--- config.mk ---
export PLATFORM = sky130hd
export DESIGN_NAME = axi_lite_csr_slave_flat
export DESIGN_NICKNAME = d
export VERILOG_FILES = /design/src/rtl/axi_lite_csr_slave_if.sv /design/src/rtl/axi_lite_csr_slave.sv /design/src/flat_wrapper.sv
export SDC_FILE = /design/constraint.sdc
export NUM_CORES = 1
export LEC_CHECK = 0
export ABC_CLOCK_PERIOD_IN_PS = 8900
export CORE_ASPECT_RATIO = 0.8
export CORE_UTILIZATION = 48
export DETAILED_ROUTE_END_ITERATION = 6
export PLACE_DENSITY = 0.86
export SLEW_MARGIN = 0
export SYNTH_ARGS = -nofsm -noshare
export SYNTH_HDL_FRONTEND = slang
export SYNTH_SLANG_ARGS = --single-unit
export TNS_END_PERCENT = 1
--- constraint.sdc ---
create_clock -name ACLK -period 8.9 [get_ports ACLK]
set_input_delay 2.67 -clock ACLK [delete_from_list [all_inputs] [get_ports ACLK]]
set_output_delay 2.67 -clock ACLK [all_outputs]
set_load 0.1 [all_outputs]
--- src/rtl/axi_lite_csr_slave_if.sv ---
// AXI4-Lite bus bundle between the config master and the DMA CSR slave.
// Latency: none, wires only.
// Backpressure: standard valid/ready on AW, W, B, AR and R channels.
interface axi_lite_csr_slave_if #(
    parameter int ADDR_WIDTH = 32,
    parameter int DATA_WIDTH = 32
);
    logic [ADDR_WIDTH-1:0]   awaddr;
    logic                    awvalid;
    logic                    awready;
    logic [DATA_WIDTH-1:0]   wdata;
    logic [DATA_WIDTH/8-1:0] wstrb;
    logic                    wvalid;
    logic                    wready;
    logic [1:0]              bresp;
    logic                    bvalid;
    logic                    bready;
    logic [ADDR_WIDTH-1:0]   araddr;
    logic                    arvalid;
    logic                    arready;
    logic [DATA_WIDTH-1:0]   rdata;
    logic [1:0]              rresp;
    logic                    rvalid;
    logic                    rready;

    modport slave (
        input  awaddr, awvalid, wdata, wstrb, wvalid, bready, araddr, arvalid, rready,
        output awready, wready, bresp, bvalid, arready, rdata, rresp, rvalid
    );

    modport master (
        output awaddr, awvalid, wdata, wstrb, wvalid, bready, araddr, arvalid, rready,
        input  awready, wready, bresp, bvalid, arready, rdata, rresp, rvalid
    );
endinterface

--- src/rtl/axi_lite_csr_slave.sv ---
// AXI4-Lite CSR bank for the DMA scatter-gather engine (control, ring pointers, irq).
// Latency: write commits 1 cycle after both AW and W are held; read data 1 cycle after AR.
// Backpressure: one write and one read outstanding; readies drop until B/R handshake completes.
module axi_lite_csr_slave #(
    parameter int          ADDR_WIDTH = 32,
    parameter int          DATA_WIDTH = 32,
    parameter logic [31:0] VERSION    = 32'h0001_0000
) (
    input  logic                  ACLK,
    input  logic                  ARESET,
    axi_lite_csr_slave_if.slave   s_axi,
    output logic                  ctrl_run_o,
    output logic                  soft_rst_o,
    output logic [31:0]           desc_head_o,
    output logic [31:0]           desc_tail_o,
    output logic                  tail_wr_o,
    input  logic [31:0]           sts_i,
    input  logic [1:0]            irq_set_i,
    output logic                  irq_o
);
    localparam logic [0:0] W_IDLE = 1'b0;
    localparam logic [0:0] W_RESP = 1'b1;
    localparam logic [0:0] R_IDLE = 1'b0;
    localparam logic [0:0] R_RESP = 1'b1;

    localparam logic [9:0] IDX_CTRL    = 10'd0;
    localparam logic [9:0] IDX_STATUS  = 10'd1;
    localparam logic [9:0] IDX_HEAD    = 10'd2;
    localparam logic [9:0] IDX_TAIL    = 10'd3;
    localparam logic [9:0] IDX_IRQ_STS = 10'd4;
    localparam logic [9:0] IDX_IRQ_EN  = 10'd5;
    localparam logic [9:0] IDX_VERSION = 10'd6;

    localparam logic [1:0] RESP_OKAY   = 2'b00;
    localparam logic [1:0] RESP_SLVERR = 2'b10;

    // Descriptor pointers are 64-byte aligned; low six bits never hold state.
    localparam logic [31:0] PTR_MASK = 32'hFFFF_FFC0;

    // Only the word index [11:2] decodes; the remaining address bits are don't-care.
    logic unused_addr_bits;
    assign unused_addr_bits = ^{s_axi.awaddr[ADDR_WIDTH-1:12], s_axi.awaddr[1:0],
                                s_axi.araddr[ADDR_WIDTH-1:12], s_axi.araddr[1:0]};

    function automatic logic [31:0] lane_merge(input logic [31:0] old_v,
                                               input logic [31:0] new_v,
                                               input logic [3:0]  strb);
        logic [31:0] res;
        for (int b = 0; b < 4; b++) begin
            res[8*b +: 8] = strb[b] ? new_v[8*b +: 8] : old_v[8*b +: 8];
        end
        return res;
    endfunction

    // Write channel state
    logic [0:0]              wstate_q, wstate_d;
    logic                    awready_q, awready_d;
    logic                    wready_q, wready_d;
    logic                    aw_held_q, aw_held_d;
    logic                    w_held_q, w_held_d;
    logic [9:0]              awaddr_q, awaddr_d;
    logic [DATA_WIDTH-1:0]   wdata_q, wdata_d;
    logic [DATA_WIDTH/8-1:0] wstrb_q, wstrb_d;
    logic                    bvalid_q, bvalid_d;
    logic [1:0]              bresp_q, bresp_d;

    // CSR contents
    logic                    run_q, run_d;
    logic                    gen_q, gen_d;
    logic                    soft_rst_q, soft_rst_d;
    logic [31:0]             head_q, head_d;
    logic [31:0]             tail_q, tail_d;
    logic                    tail_wr_q, tail_wr_d;
    logic [1:0]              irq_sts_q, irq_sts_d;
    logic [1:0]              irq_en_q, irq_en_d;
    logic                    irq_q, irq_d;

    // Read channel state
    logic [0:0]              rstate_q, rstate_d;
    logic                    arready_q, arready_d;
    logic                    rvalid_q, rvalid_d;
    logic [DATA_WIDTH-1:0]   rdata_q, rdata_d;
    logic [1:0]              rresp_q, rresp_d;

    // Scratch for the write path
    logic                    aw_hs, w_hs, have_aw, have_w, commit;
    logic [9:0]              wr_idx;
    logic [31:0]             wr_dat;
    logic [3:0]              wr_strb;
    logic [1:0]              irq_clr;

    // Write handshakes, commit and all CSR updates, including irq status set/clear.
    always_comb begin
        wstate_d   = wstate_q;
        awready_d  = awready_q;
        wready_d   = wready_q;
        aw_held_d  = aw_held_q;
        w_held_d   = w_held_q;
        awaddr_d   = awaddr_q;
        wdata_d    = wdata_q;
        wstrb_d    = wstrb_q;
        bvalid_d   = bvalid_q;
        bresp_d    = bresp_q;
        run_d      = run_q;
        gen_d      = gen_q;
        soft_rst_d = 1'b0;
        head_d     = head_q;
        tail_d     = tail_q;
        tail_wr_d  = 1'b0;
        irq_en_d   = irq_en_q;
        irq_clr    = 2'b00;
        commit     = 1'b0;

        aw_hs   = s_axi.awvalid & awready_q;
        w_hs    = s_axi.wvalid & wready_q;
        have_aw = aw_held_q | aw_hs;
        have_w  = w_held_q | w_hs;
        // A beat accepted this cycle is used directly so AW+W together commit at once.
        wr_idx  = aw_held_q ? awaddr_q : s_axi.awaddr[11:2];
        wr_dat  = w_held_q ? wdata_q : s_axi.wdata;
        wr_strb = w_held_q ? wstrb_q : s_axi.wstrb;

        if (aw_hs) begin
            aw_held_d = 1'b1;
            awaddr_d  = s_axi.awaddr[11:2];
        end
        if (w_hs) begin
            w_held_d = 1'b1;
            wdata_d  = s_axi.wdata;
            wstrb_d  = s_axi.wstrb;
        end

        case (wstate_q)
            W_IDLE: begin
                if (have_aw && have_w) begin
                    commit    = 1'b1;
                    wstate_d  = W_RESP;
                    bvalid_d  = 1'b1;
                    aw_held_d = 1'b0;
                    w_held_d  = 1'b0;
                    awready_d = 1'b0;
                    wready_d  = 1'b0;
                end else begin
                    awready_d = ~have_aw;
                    wready_d  = ~have_w;
                end
            end
            W_RESP: begin
                awready_d = 1'b0;
                wready_d  = 1'b0;
                if (s_axi.bready) begin
                    wstate_d  = W_IDLE;
                    bvalid_d  = 1'b0;
                    bresp_d   = RESP_OKAY;
                    awready_d = 1'b1;
                    wready_d  = 1'b1;
                end
            end
            default: wstate_d = W_IDLE;
        endcase

        if (commit) begin
            bresp_d = RESP_OKAY;
            case (wr_idx)
                IDX_CTRL: begin
                    if (wr_strb[0]) begin
                        // Soft reset also stops the engine in the same cycle.
                        run_d      = wr_dat[0] & ~wr_dat[1];
                        gen_d      = wr_dat[2];
                        soft_rst_d = wr_dat[1];
                    end
                end
                IDX_HEAD: head_d = lane_merge(head_q, wr_dat, wr_strb) & PTR_MASK;
                IDX_TAIL: begin
                    tail_d    = lane_merge(tail_q, wr_dat, wr_strb) & PTR_MASK;
                    tail_wr_d = |wr_strb;
                end
                IDX_IRQ_STS: if (wr_strb[0]) irq_clr = wr_dat[1:0];
                IDX_IRQ_EN:  if (wr_strb[0]) irq_en_d = wr_dat[1:0];
                default:     bresp_d = RESP_SLVERR;
            endcase
        end

        // New causes win over a simultaneous W1C.
        irq_sts_d = (irq_sts_q & ~irq_clr) | irq_set_i;
        irq_d     = gen_d & |(irq_sts_d & irq_en_d);
    end

    // Read handshake and register read mux; sources are pre-commit values.
    always_comb begin
        rstate_d  = rstate_q;
        arready_d = arready_q;
        rvalid_d  = rvalid_q;
        rdata_d   = rdata_q;
        rresp_d   = rresp_q;
        case (rstate_q)
            R_IDLE: begin
                arready_d = 1'b1;
                if (s_axi.arvalid && arready_q) begin
                    rstate_d  = R_RESP;
                    arready_d = 1'b0;
                    rvalid_d  = 1'b1;
                    rresp_d   = RESP_OKAY;
                    case (s_axi.araddr[11:2])
                        IDX_CTRL:    rdata_d = {29'd0, gen_q, 1'b0, run_q};
                        IDX_STATUS:  rdata_d = sts_i;
                        IDX_HEAD:    rdata_d = head_q;
                        IDX_TAIL:    rdata_d = tail_q;
                        IDX_IRQ_STS: rdata_d = {30'd0, irq_sts_q};
                        IDX_IRQ_EN:  rdata_d = {30'd0, irq_en_q};
                        IDX_VERSION: rdata_d = VERSION;
                        default: begin
                            rdata_d = '0;
                            rresp_d = RESP_SLVERR;
                        end
                    endcase
                end
            end
            R_RESP: begin
                arready_d = 1'b0;
                if (s_axi.rready) begin
                    rstate_d  = R_IDLE;
                    rvalid_d  = 1'b0;
                    rdata_d   = '0;
                    rresp_d   = RESP_OKAY;
                    arready_d = 1'b1;
                end
            end
            default: rstate_d = R_IDLE;
        endcase
    end

    // State registers; reset abandons any transaction in flight.
    always_ff @(posedge ACLK or posedge ARESET) begin
        if (ARESET) begin
            wstate_q   <= W_IDLE;
            awready_q  <= 1'b0;
            wready_q   <= 1'b0;
            aw_held_q  <= 1'b0;
            w_held_q   <= 1'b0;
            awaddr_q   <= '0;
            wdata_q    <= '0;
            wstrb_q    <= '0;
            bvalid_q   <= 1'b0;
            bresp_q    <= RESP_OKAY;
            run_q      <= 1'b0;
            gen_q      <= 1'b0;
            soft_rst_q <= 1'b0;
            head_q     <= '0;
            tail_q     <= '0;
            tail_wr_q  <= 1'b0;
            irq_sts_q  <= '0;
            irq_en_q   <= '0;
            irq_q      <= 1'b0;
            rstate_q   <= R_IDLE;
            arready_q  <= 1'b0;
            rvalid_q   <= 1'b0;
            rdata_q    <= '0;
            rresp_q    <= RESP_OKAY;
        end else begin
            wstate_q   <= wstate_d;
            awready_q  <= awready_d;
            wready_q   <= wready_d;
            aw_held_q  <= aw_held_d;
            w_held_q   <= w_held_d;
            awaddr_q   <= awaddr_d;
            wdata_q    <= wdata_d;
            wstrb_q    <= wstrb_d;
            bvalid_q   <= bvalid_d;
            bresp_q    <= bresp_d;
            run_q      <= run_d;
            gen_q      <= gen_d;
            soft_rst_q <= soft_rst_d;
            head_q     <= head_d;
            tail_q     <= tail_d;
            tail_wr_q  <= tail_wr_d;
            irq_sts_q  <= irq_sts_d;
            irq_en_q   <= irq_en_d;
            irq_q      <= irq_d;
            rstate_q   <= rstate_d;
            arready_q  <= arready_d;
            rvalid_q   <= rvalid_d;
            rdata_q    <= rdata_d;
            rresp_q    <= rresp_d;
        end
    end

    assign s_axi.awready = awready_q;
    assign s_axi.wready  = wready_q;
    assign s_axi.bvalid  = bvalid_q;
    assign s_axi.bresp   = bresp_q;
    assign s_axi.arready = arready_q;
    assign s_axi.rvalid  = rvalid_q;
    assign s_axi.rdata   = rdata_q;
    assign s_axi.rresp   = rresp_q;
    assign ctrl_run_o    = run_q;
    assign soft_rst_o    = soft_rst_q;
    assign desc_head_o   = head_q;
    assign desc_tail_o   = tail_q;
    assign tail_wr_o     = tail_wr_q;
    assign irq_o         = irq_q;
endmodule

--- src/flat_wrapper.sv ---
// flat-port wrapper written by rule: the top's interface ports become plain ports
module axi_lite_csr_slave_flat 
#(
    parameter int          ADDR_WIDTH = 32,
    parameter int          DATA_WIDTH = 32,
    parameter logic [31:0] VERSION    = 32'h0001_0000
)
  (ACLK, ARESET, ctrl_run_o, soft_rst_o, desc_head_o, desc_tail_o, tail_wr_o, sts_i, irq_set_i, irq_o, s_axi_awaddr, s_axi_awvalid, s_axi_wdata, s_axi_wstrb, s_axi_wvalid, s_axi_bready, s_axi_araddr, s_axi_arvalid, s_axi_rready, s_axi_awready, s_axi_wready, s_axi_bresp, s_axi_bvalid, s_axi_arready, s_axi_rdata, s_axi_rresp, s_axi_rvalid);
  axi_lite_csr_slave_if #(.ADDR_WIDTH(ADDR_WIDTH), .DATA_WIDTH(DATA_WIDTH)) s_axi_i ();
  input  logic ACLK;
  input  logic ARESET;
  output logic ctrl_run_o;
  output logic soft_rst_o;
  output logic [31:0] desc_head_o;
  output logic [31:0] desc_tail_o;
  output logic tail_wr_o;
  input  logic [31:0] sts_i;
  input  logic [1:0] irq_set_i;
  output logic irq_o;
  input wire logic [$bits(s_axi_i.awaddr)-1:0] s_axi_awaddr;
  input wire logic [$bits(s_axi_i.awvalid)-1:0] s_axi_awvalid;
  input wire logic [$bits(s_axi_i.wdata)-1:0] s_axi_wdata;
  input wire logic [$bits(s_axi_i.wstrb)-1:0] s_axi_wstrb;
  input wire logic [$bits(s_axi_i.wvalid)-1:0] s_axi_wvalid;
  input wire logic [$bits(s_axi_i.bready)-1:0] s_axi_bready;
  input wire logic [$bits(s_axi_i.araddr)-1:0] s_axi_araddr;
  input wire logic [$bits(s_axi_i.arvalid)-1:0] s_axi_arvalid;
  input wire logic [$bits(s_axi_i.rready)-1:0] s_axi_rready;
  output wire logic [$bits(s_axi_i.awready)-1:0] s_axi_awready;
  output wire logic [$bits(s_axi_i.wready)-1:0] s_axi_wready;
  output wire logic [$bits(s_axi_i.bresp)-1:0] s_axi_bresp;
  output wire logic [$bits(s_axi_i.bvalid)-1:0] s_axi_bvalid;
  output wire logic [$bits(s_axi_i.arready)-1:0] s_axi_arready;
  output wire logic [$bits(s_axi_i.rdata)-1:0] s_axi_rdata;
  output wire logic [$bits(s_axi_i.rresp)-1:0] s_axi_rresp;
  output wire logic [$bits(s_axi_i.rvalid)-1:0] s_axi_rvalid;
  assign s_axi_i.awaddr = s_axi_awaddr;
  assign s_axi_i.awvalid = s_axi_awvalid;
  assign s_axi_i.wdata = s_axi_wdata;
  assign s_axi_i.wstrb = s_axi_wstrb;
  assign s_axi_i.wvalid = s_axi_wvalid;
  assign s_axi_i.bready = s_axi_bready;
  assign s_axi_i.araddr = s_axi_araddr;
  assign s_axi_i.arvalid = s_axi_arvalid;
  assign s_axi_i.rready = s_axi_rready;
  assign s_axi_awready = s_axi_i.awready;
  assign s_axi_wready = s_axi_i.wready;
  assign s_axi_bresp = s_axi_i.bresp;
  assign s_axi_bvalid = s_axi_i.bvalid;
  assign s_axi_arready = s_axi_i.arready;
  assign s_axi_rdata = s_axi_i.rdata;
  assign s_axi_rresp = s_axi_i.rresp;
  assign s_axi_rvalid = s_axi_i.rvalid;
  axi_lite_csr_slave #(.ADDR_WIDTH(ADDR_WIDTH), .DATA_WIDTH(DATA_WIDTH), .VERSION(VERSION)) u_core (.ACLK(ACLK), .ARESET(ARESET), .s_axi(s_axi_i), .ctrl_run_o(ctrl_run_o), .soft_rst_o(soft_rst_o), .desc_head_o(desc_head_o), .desc_tail_o(desc_tail_o), .tail_wr_o(tail_wr_o), .sts_i(sts_i), .irq_set_i(irq_set_i), .irq_o(irq_o));
endmodule
==> results of run 1 <==
## cell families (layout without fill, tap and decap cells)
logic type,Yosys count,in the layout,synth area share [%]
compound gates,112,112,9.777
buf+inv,57,235,4.684
flops,147,147,54.65
mux,132,132,21.41
other cells,1,14,0.05571
simple gates,137,137,9.424
## cell usage after synthesis (4+ instances only)
library cell / count / area share (%)
and3_1: 4 / 0.37
inv_1: 12 / 0.67
nor2_2: 4 / 0.37
a21oi_1: 34 / 2.5
and2_1: 5 / 0.46
nand3_1: 5 / 0.37
a21oi_2: 4 / 0.52
a22o_1: 4 / 0.52
buf_4: 16 / 1.8
a2bb2oi_1: 6 / 0.78
o21ai_0: 48 / 3.6
mux2_2: 86 / 14
nand2_1: 58 / 3.2
nand3_2: 4 / 0.59
mux2i_1: 45 / 6.7
clkbuf_1: 19 / 1.1
dfrtp_1: 147 / 55
nor2_1: 40 / 2.2
## path summary, 6_finish.rpt
path / from / end / slack, ns / depth (start not counted)
setup / recovery: s_axi_awaddr[7] / u_core.desc_tail_o[23]$_DFFE_PP0P_ / 4.09 / 7
hold / removal: u_core.s_axi.rdata[13]$_DFFE_PP0P_ / u_core.s_axi.rdata[13]$_DFFE_PP0P_ / 0.48 / 2
setup reg to reg: u_core.w_held_q$_DFF_PP0_ / u_core.desc_tail_o[23]$_DFFE_PP0P_ / 5.83 / 6
hold reg to reg: u_core.s_axi.rdata[13]$_DFFE_PP0P_ / u_core.s_axi.rdata[13]$_DFFE_PP0P_ / 0.48 / 2
max in group asynchronous: ARESET / u_core.w_held_q$_DFF_PP0_ / 4.78 / 3
min in group asynchronous: ARESET / u_core.irq_o$_DFF_PP0_ / 2.77 / 2
## layer usage
layer / GRT usage [%] / vias up
met5: 0 / -
met4: 8.427 / 0
met3: 5.885 / 20
met2: 42.41 / 189
met1: 33.72 / 2526
li1: - / 2385
## area by class of cell
cell class	instances	area, µm²
Inverter	12	50.05
Timing Repair Buffer	191	1899
Tap cell	180	225.2
Clock inverter	5	27.53
Clock buffer	27	493.0
Sequential cell	147	3680
Multi-Input combinational cell	395	2793
Fill cell	1007	4478
## cell usage in the layout (no fill, tap or decap), types with 5 or more instances in the layout
cell type	synthesis	layout
and2_1	5	5
a21oi_2	4	5
nand3_1	5	5
clkbuf_16	0	17
clkbuf_1	19	7
conb_1	1	14
mux2i_1	45	45
o21ai_0	48	48
dfrtp_1	147	146
inv_1	12	11
a21oi_1	34	33
nor2_1	40	40
mux2_2	86	86
a2bb2oi_1	6	6
clkdlybuf4s50_1	0	187
nand2_1	58	58
## state kept, by name (all words and copies together) (netlist names), 2 cells and up
signal	flops
u_core.irq_sts_q	2
u_core.irq_en_q	2
u_core.desc_head_o	26
u_core.wdata_q	29
u_core.s_axi.rdata	32
u_core.awaddr_q	10
u_core.desc_tail_o	26
u_core.wstrb_q	4
## power breakdown
group          total, mW  switching, mW  internal (mW)
clock              0.637          0.261          0.377
sequential         0.908          0.108          0.800
combinational      0.669          0.400          0.269
## per-stage QoR
stage,hold slack (ns),utilization (%),setup slack (ns)
after floorplan,0.4693,-,2.279
after global placement,0.4636,63.37,3.732
after detailed placement,0.4698,63.37,3.674
after CTS,0.4827,67.18,4.102
after global routing,0.5108,67.18,3.879
final,0.4810,67.18,4.087
## tightest hold or removal path, stage by stage, from the launching register on
cell     delay (ns)
dfrtp_1        0.34
nand2_1        0.04
o21ai_0        0.06
==> reports/qor.yml, run 1 <==
detailed_routing:
  vias: 5120
  vias_per_cell: 5.350
  drc: 0
  top_layer_used: "met4"
  m1WireLength_um: 7995
  wl_met2_um: 8554
  route.met3.wl_um: 947
  drt_iter0_markers: 301
  routed_wl_um: 17740
  postRouteAntennaNets: 0
  dr.pass1.iters: 4
  wl_per_cell_um: 18.54
die:
  die_h_um: 107.9
  design.core.area_mm2: 0.01365
  fp.dieW_um: 134.4
  die-area_mm2: 0.01450
  rows: 38
  io_pins: 250
  start_util_pct: 49.33
global_route:
  antenna_found_initial: 0
  globalRouteTotalUtil_pct: 25.71
  first_global_vias: 5262
  grt_max_degree: 88
  grt_pass1_wl_um: 27770
  gr-total-overflow: 0
timing:
  clock_skew_ns: 0.009408
  worst_pin_slew_ns: 1.064
  max_freq_ghz: 0.2078
  finalSetupTns_ns: 0
  setup_viol: 0
  layout_min_cycle_time_ns: 4.813
  fin_crit_sh_pct: 54.08
  relSlewSlack_pct: 29.06
  slew_violations: 0
  finalHoldViolations: 0
  rsz0062_at_grt: "no"
synthesis:
  ys_seq_area_share_pct: 54.65
  async_flop_share_pct: 100.0
  ys_types: 45
  syn_inst: 586
  syn_avg_cell_area_um2: 11.49
  synth_seq_cells: 147
  synth_edf_count: 0
  yosysWarningCount: 0
  synthFlopType: "dfrtp_1"
  netlist_area_mm2: 0.006731
power:
  powerDensity_mw_per_mm2: 241.5
  ir_worst_vdd_uv: 194.0
  finalPower_mw: 2.214
  p_leak_nw: 3.995
worst_setup_path:
  path_cells: "clkdlybuf4s50_1 -> or4_1 -> o22ai_2 -> and4_1 -> and3_1 -> nor2_1 -> a21oi_1"
  critPathBufInv: 1
  endpoint_kind: "register"
  critPathRequiredTime_ns: 9.24
  arrival_ns: 5.16
  critPathLaunchType: "primary input"
  crit_type: "in2reg"
  cp_max_fo: 16
  crit_path_max_incr_delay_ns: 0.64
  crit_slowest_cell: "and3_1"
  cp_top_family: "simple AND/OR/NAND/NOR gates"
clocking:
  cts_tree: "done"
  cts_max_level: 4
  clk_pin_slew_ns: 0.06
  cts_buffer_depth: 2
  hold_buffers: 0
  cts_sinks: 147
  cts_setup_buffers: 0
  cts_buffers: 17
  cts_resized: 0
  clk_latency_ns: 0.42
  clock-root-buffer: "clkbuf_16"
placed_design:
  hpwl_um: 12900
  dpl.cell_count: 925
  portBuffers: 188
  place_congestion: 0.8491
  dpl_cell_area_mm2: 0.008647
cells_and_area:
  num_antenna_cells: 0
  drive_above_1_share_pct: 17.37
  final_cell_count_no_fill: 957
  finalNetCount: 905
  area_growth_pct: 36.19
  final_area_mm2: 0.009168
worst_hold_path:
  hold_class: "reg2reg"
run_status:
  status: "finished, final reports clean"
job:
  maxCapViolCount: 0
(Power assumes the default switching activity.)
==> run 2: changes to the inputs <==
--- a/config.mk
+++ b/config.mk
@@ -5,11 +5,11 @@
 export SDC_FILE = /design/constraint.sdc
 export NUM_CORES = 1
 export LEC_CHECK = 0
-export ABC_CLOCK_PERIOD_IN_PS = 8900
+export ABC_CLOCK_PERIOD_IN_PS = 4050
 export CORE_ASPECT_RATIO = 0.8
-export CORE_UTILIZATION = 48
+export CORE_UTILIZATION = 40
 export DETAILED_ROUTE_END_ITERATION = 6
-export PLACE_DENSITY = 0.86
+export PLACE_DENSITY = 0.76
 export SLEW_MARGIN = 0
 export SYNTH_ARGS = -nofsm -noshare
 export SYNTH_HDL_FRONTEND = slang
==> constraint.sdc (replaced) <==
create_clock -name ACLK -period 4.05 [get_ports ACLK]
set_input_delay 1.215 -clock ACLK [delete_from_list [all_inputs] [get_ports ACLK]]
set_output_delay 1.215 -clock ACLK [all_outputs]
set_load 0.1 [all_outputs]
==> reports/qor.yml, run 2 (synthesis gave the netlist of run 1 again) <==
placed_design:
  hpwl_um: 13090  # +1.4%
  post-place-ws_ns: 0.4153  # -3.259 ns
  portBuffers: 188  # unchanged
  dpl.cell_count: 973  # +5.2%
  place_congestion: 0.8308  # -2.2%
  dpl_cell_area_mm2: 0.008758  # +1.3%
cells_and_area:
  final_common_cell: "clkdlybuf4s50_1"
  fillCellCount: 1423  # +41%
  post-route-util_pct: 56.89  # -10 points
  largest_reg_flops: 32  # unchanged
  num_antenna_cells: 0  # unchanged
  drive_above_1_share_pct: 19.54  # +2.2 points
  final_cell_mix: "180 x clkdlybuf4s50_1, 146 x dfrtp_1, 86 x mux2_2"
  final_cell_count_no_fill: 1003  # +4.8%
  area_growth_pct: 39.46
  final_area_mm2: 0.009388  # +2.4%
  finalNetCount: 913  # +0.88%
timing:
  timing.hold.ws_ns: 0.4761  # -0.004904 ns
  finalSetupTns_ns: 0  # unchanged
  slew_violations: 0  # unchanged
  layout_min_cycle_time_ns: 3.204
  max_freq_ghz: 0.3121
  worst_pin_slew_ns: 1.017  # -0.04754 ns
  fin_ws_ns: 0.8460  # -3.241 ns
  rsz0062_at_grt: "no"
  setup_viol: 0  # unchanged
  clock_skew_ns: 0.01361  # +0.004199 ns
  fin_crit_sh_pct: 79.11
  relSlewSlack_pct: 32.02  # +3.0 points
  finalHoldViolations: 0  # unchanged
die:
  io_pins: 250  # unchanged
  design.core.area_mm2: 0.01650  # +21%
  fp.dieW_um: 147.0  # +9.4%
  start_util_pct: 40.79  # -8.5 points
  die-area_mm2: 0.01735  # +20%
  die_h_um: 118.0  # +9.4%
  rows: 42  # +11%
clocking:
  cts_buffer_depth: 2  # unchanged
  cts_resized: 0  # unchanged
  hold_buffers: 0  # unchanged
  cts_tree: "done"
  cts_max_level: 4  # unchanged
  cts_setup_buffers: 0  # unchanged
  cts_buffers: 17  # unchanged
  clock-root-buffer: "clkbuf_16"
  clk_pin_slew_ns: 0.06  # about the same
  cts_sinks: 147  # unchanged
  clk_latency_ns: 0.43  # about the same
power:
  finalPower_mw: 5.172  # +130%
  p_leak_nw: 4.093  # +2.5%
  powerDensity_mw_per_mm2: 550.9  # +130%
  ir_worst_vdd_uv: 618.9  # +220%
global_route:
  grt_max_degree: 99  # +13%
  gr-total-overflow: 0  # unchanged
  antenna_found_initial: 0  # unchanged
  globalRouteTotalUtil_pct: 21.98  # -3.7 points
  first_global_vias: 5185  # -1.5%
  grt_pass1_wl_um: 28700  # +3.4%
worst_setup_path:
  critPathBufInv: 1  # unchanged
  critPathRequiredTime_ns: 2.83  # -6.41 ns
  cp_top_family: "buffers and inverters"
  crit_path_max_incr_delay_ns: 1.17  # +0.53 ns
  critPathLaunchType: "register"
  arrival_ns: 1.99  # -3.17 ns
  endpoint_kind: "primary output"
  path_cells: "clkdlybuf4s50_1"
  cp_max_fo: 3  # -13
  crit_type: "reg2out"
  crit_slowest_cell: "clkdlybuf4s50_1"
detailed_routing:
  routed_wl_um: 17990  # +1.4%
  drt_iter0_markers: 278  # -7.6%
  wl_per_cell_um: 17.93  # -3.3%
  vias: 5081  # -0.76%
  dr.pass1.iters: 5  # +1
  vias_per_cell: 5.066  # -5.3%
  drc: 0  # unchanged
  postRouteAntennaNets: 0  # unchanged
job:
  maxCapViolCount: 0  # unchanged
run_status:
  status: "finished, final reports clean"
worst_hold_path:
  hold_class: "reg2reg"
## run 2: path summary, 6_finish.rpt
check	endpoint	from	cells past startpoint	slack, ns
setup / recovery	desc_head_o[26]	u_core.desc_head_o[26]$_DFFE_PP0P_	1	0.85
hold / removal	u_core.s_axi.rdata[12]$_DFFE_PP0P_	u_core.s_axi.rdata[12]$_DFFE_PP0P_	2	0.48
setup reg to reg	u_core.desc_head_o[31]$_DFFE_PP0P_	u_core.aw_held_q$_DFF_PP0_	5	1.57
hold reg to reg	u_core.s_axi.rdata[12]$_DFFE_PP0P_	u_core.s_axi.rdata[12]$_DFFE_PP0P_	2	0.48
max in group asynchronous	u_core.wdata_q[24]$_DFFE_PP0P_	ARESET	3	2.02
min in group asynchronous	u_core.s_axi.rdata[27]$_DFFE_PP0P_	ARESET	2	1.17
## run 2: cell type report
class                   instances  area, µm²  area share, %
repair buffers                199       1954          20.82
clock inverters                10      182.7          1.946
flip-flops and latches        147       3680          39.20
inverters                      12      48.80         0.5198
well taps                     220      275.3          2.932
multi-input cells             395       2800          29.83
clock buffers                  20      446.7          4.758
## run 2: power by group
group	switching (mW)	internal, mW	total (mW)
sequential	0.188	1.76	1.95
clock	0.597	1.10	1.70
combinational	0.934	0.596	1.53
## run 2: per-layer routing
metal / vias up / GRT usage (%) / wire [µm]
li1: 2402 / - / -
met1: 2470 / 29.57 / 8264
met2: 186 / 33.62 / 8064
met3: 23 / 6.357 / 1398
met4: 0 / 8.183 / 259
met5: - / 0 / 0
==> run 3: changes to the inputs <==
--- a/config.mk
+++ b/config.mk
@@ -5,7 +5,7 @@
 export SDC_FILE = /design/constraint.sdc
 export NUM_CORES = 1
 export LEC_CHECK = 0
-export ABC_CLOCK_PERIOD_IN_PS = 4050
+export ABC_CLOCK_PERIOD_IN_PS = 2700
 export CORE_ASPECT_RATIO = 0.8
 export CORE_UTILIZATION = 40
 export DETAILED_ROUTE_END_ITERATION = 6
==> constraint.sdc (replaced) <==
create_clock -name ACLK -period 2.7 [get_ports ACLK]
set_input_delay 0.81 -clock ACLK [delete_from_list [all_inputs] [get_ports ACLK]]
set_output_delay 0.81 -clock ACLK [all_outputs]
set_load 0.1 [all_outputs]
==> reports/qor.yml, run 3 (synthesis gave the netlist of run 1 again) <==
run_status:
  status: "finished, final reports clean"
timing:
  layout_min_cycle_time_ns: 2.670
  timing.hold.ws_ns: 0.4802  # +0.004183 ns
  fin_ws_ns: 0.02994  # -0.8161 ns
  worst_pin_slew_ns: 0.5840  # -0.4326 ns
  finalHoldViolations: 0  # unchanged
  max_freq_ghz: 0.3745
  slew_violations: 0  # unchanged
  fin_crit_sh_pct: 98.89
  rsz0062_at_grt: "yes"
  setup_viol: 0  # unchanged
  relSlewSlack_pct: 60.66  # +29 points
  clock_skew_ns: 0.008923  # -0.004685 ns
clocking:
  clk_latency_ns: 0.42  # about the same
  cts_buffers: 17  # unchanged
  clk_pin_slew_ns: 0.06  # about the same
  cts_setup_buffers: 0  # unchanged
  cts_tree: "done"
  cts_buffer_depth: 2  # unchanged
  cts_sinks: 147  # unchanged
  cts_max_level: 4  # unchanged
  clock-root-buffer: "clkbuf_16"
power:
  powerDensity_mw_per_mm2: 830.1  # +51%
  switching_share_pct: 32.52  # -0.70 points
  switchingPower_mw: 2.573  # +50%
  power_frac_comb_pct: 29.8  # +0.2 points
  ir_worst_vdd_uv: 774.9  # +25%
  p_clk_share_pct: 33.4  # +0.6 points
  seqPwrFrac_pct: 36.8  # -0.8 points
  finalPower_mw: 7.911  # +53%
  p_leak_nw: 4.470  # +9.2%
  power.internal_mw: 5.338  # +55%
worst_setup_path:
  critPathRequiredTime_ns: 3.01  # +0.18 ns
  endpoint_kind: "register"
  crit_type: "in2reg"
  critPathLaunchType: "primary input"
  cp_max_fo: 4  # +1
  arrival_ns: 2.98  # +0.99 ns
cells_and_area:
  final_cell_mix: "146 x dfrtp_1, 128 x buf_4, 92 x clkdlybuf4s50_1"
  final_area_mm2: 0.009530  # +1.5%
  finalNetCount: 944  # +3.4%
  area_growth_pct: 41.58
  fillCellCount: 1424  # +0.070%
  drive_above_1_share_pct: 33.50  # +14 points
  largest_reg_flops: 32  # unchanged
  final_common_cell: "dfrtp_1"
die:
  start_util_pct: 40.79  # unchanged
  rows: 42  # unchanged
  design.core.area_mm2: 0.01650  # unchanged
  io_pins: 250  # unchanged
  die_h_um: 118.0  # unchanged
  die-area_mm2: 0.01735  # unchanged
  fp.dieW_um: 147.0  # unchanged
detailed_routing:
  routed_wl_um: 17700  # -1.6%
  drc: 0  # unchanged
  vias_per_cell: 4.972  # -1.9%
  postRouteAntennaNets: 0  # unchanged
  vias: 5151  # +1.4%
  drt_iter0_markers: 229  # -18%
  wl_per_cell_um: 17.08  # -4.8%
  dr.pass1.iters: 4  # -1
global_route:
  first_global_vias: 5250  # +1.3%
  grt_max_degree: 77  # -22%
  antenna_found_initial: 1  # +1
  gr-total-overflow: 0  # unchanged
  globalRouteTotalUtil_pct: 21.44  # -0.54 points
  grt_pass1_wl_um: 28180  # -1.8%
placed_design:
  dpl_cell_area_mm2: 0.008871  # +1.3%
  post-place-ws_ns: -0.3897  # -0.8049 ns
  place_congestion: 0.8287  # -0.25%
  hpwl_um: 13290  # +1.5%
  portBuffers: 188  # unchanged
worst_hold_path:
  hold_class: "reg2reg"
job:
  maxCapViolCount: 0  # unchanged
[run 3: metal layers]
layer  vias up  global-route usage (%)  routed length [µm]
met4         0                   6.314                 216
met5         -                       0                   0
met1      2492                   29.58                8397
met3        15                   6.240                1311
met2       164                   32.67                7770
li1       2480                       -                   -
[run 3: critical path: stages]
cell and delay [ns]:
clkdlybuf4s50_1 0.41, or4_1 0.54, o22ai_2 0.22, nand3_1 0.15, nor3_2 0.35, mux2_2 0.39, o21a_1 0.11
[run 3: final cells by class]
type / instances / area [µm²] / share of cell area (%)
well taps: 220 / 275.3 / 2.888
clock buffers: 21 / 450.4 / 4.726
inverters: 12 / 48.80 / 0.5120
diodes: 1 / 2.502 / 0.02626
repair buffers: 230 / 2067 / 21.69
flip-flops and latches: 147 / 3680 / 38.61
clock inverters: 10 / 205.2 / 2.153
multi-input cells: 395 / 2801 / 29.39
[run 3: path summary, 6_finish.rpt]
path	start	to	slack, ns	cells past startpoint
min reg2reg	u_core.s_axi.rdata[12]$_DFFE_PP0P_	u_core.s_axi.rdata[12]$_DFFE_PP0P_	0.48	2
max in group asynchronous	ARESET	u_core.w_held_q$_DFF_PP0_	1.33	3
min	u_core.s_axi.rdata[12]$_DFFE_PP0P_	u_core.s_axi.rdata[12]$_DFFE_PP0P_	0.48	2
max	s_axi_awaddr[7]	u_core.irq_o$_DFF_PP0_	0.03	7
max reg2reg	u_core.aw_held_q$_DFF_PP0_	u_core.irq_o$_DFF_PP0_	0.36	6
min in group asynchronous	ARESET	u_core.wdata_q[1]$_DFFE_PP0P_	0.69	2
[run 3: through the flow]
stage,instances,TNS (ns),util [%]
3_3_place_gp,1004,-18.39,53.76
6_report,1036,0,57.76
4_1_cts,1035,0,57.73
2_1_floorplan,599,0,-
3_5_place_dp,1004,-19.32,53.76
5_1_grt,1035,-0.03600,57.74
[run 3: what timing repair did]
action | CTS | global route
hold buffers | 0 | 0
resized for setup | 0 | 1
endpoints found under the setup margin | 0 | 48
[run 3: power groups by stage]
| stage | sequential [mW] | clock, mW | combinational [mW] |
|---|---|---|---|
| after floorplan | 3.39 | 0 | 1.25 |
| final | 2.92 | 2.64 | 2.36 |
| after CTS | 2.91 | 2.69 | 2.37 |
| after global placement | 2.93 | 0 | 2.34 |
| after detailed placement | 2.95 | 0 | 2.36 |
| after global routing | 2.98 | 2.78 | 2.53 |
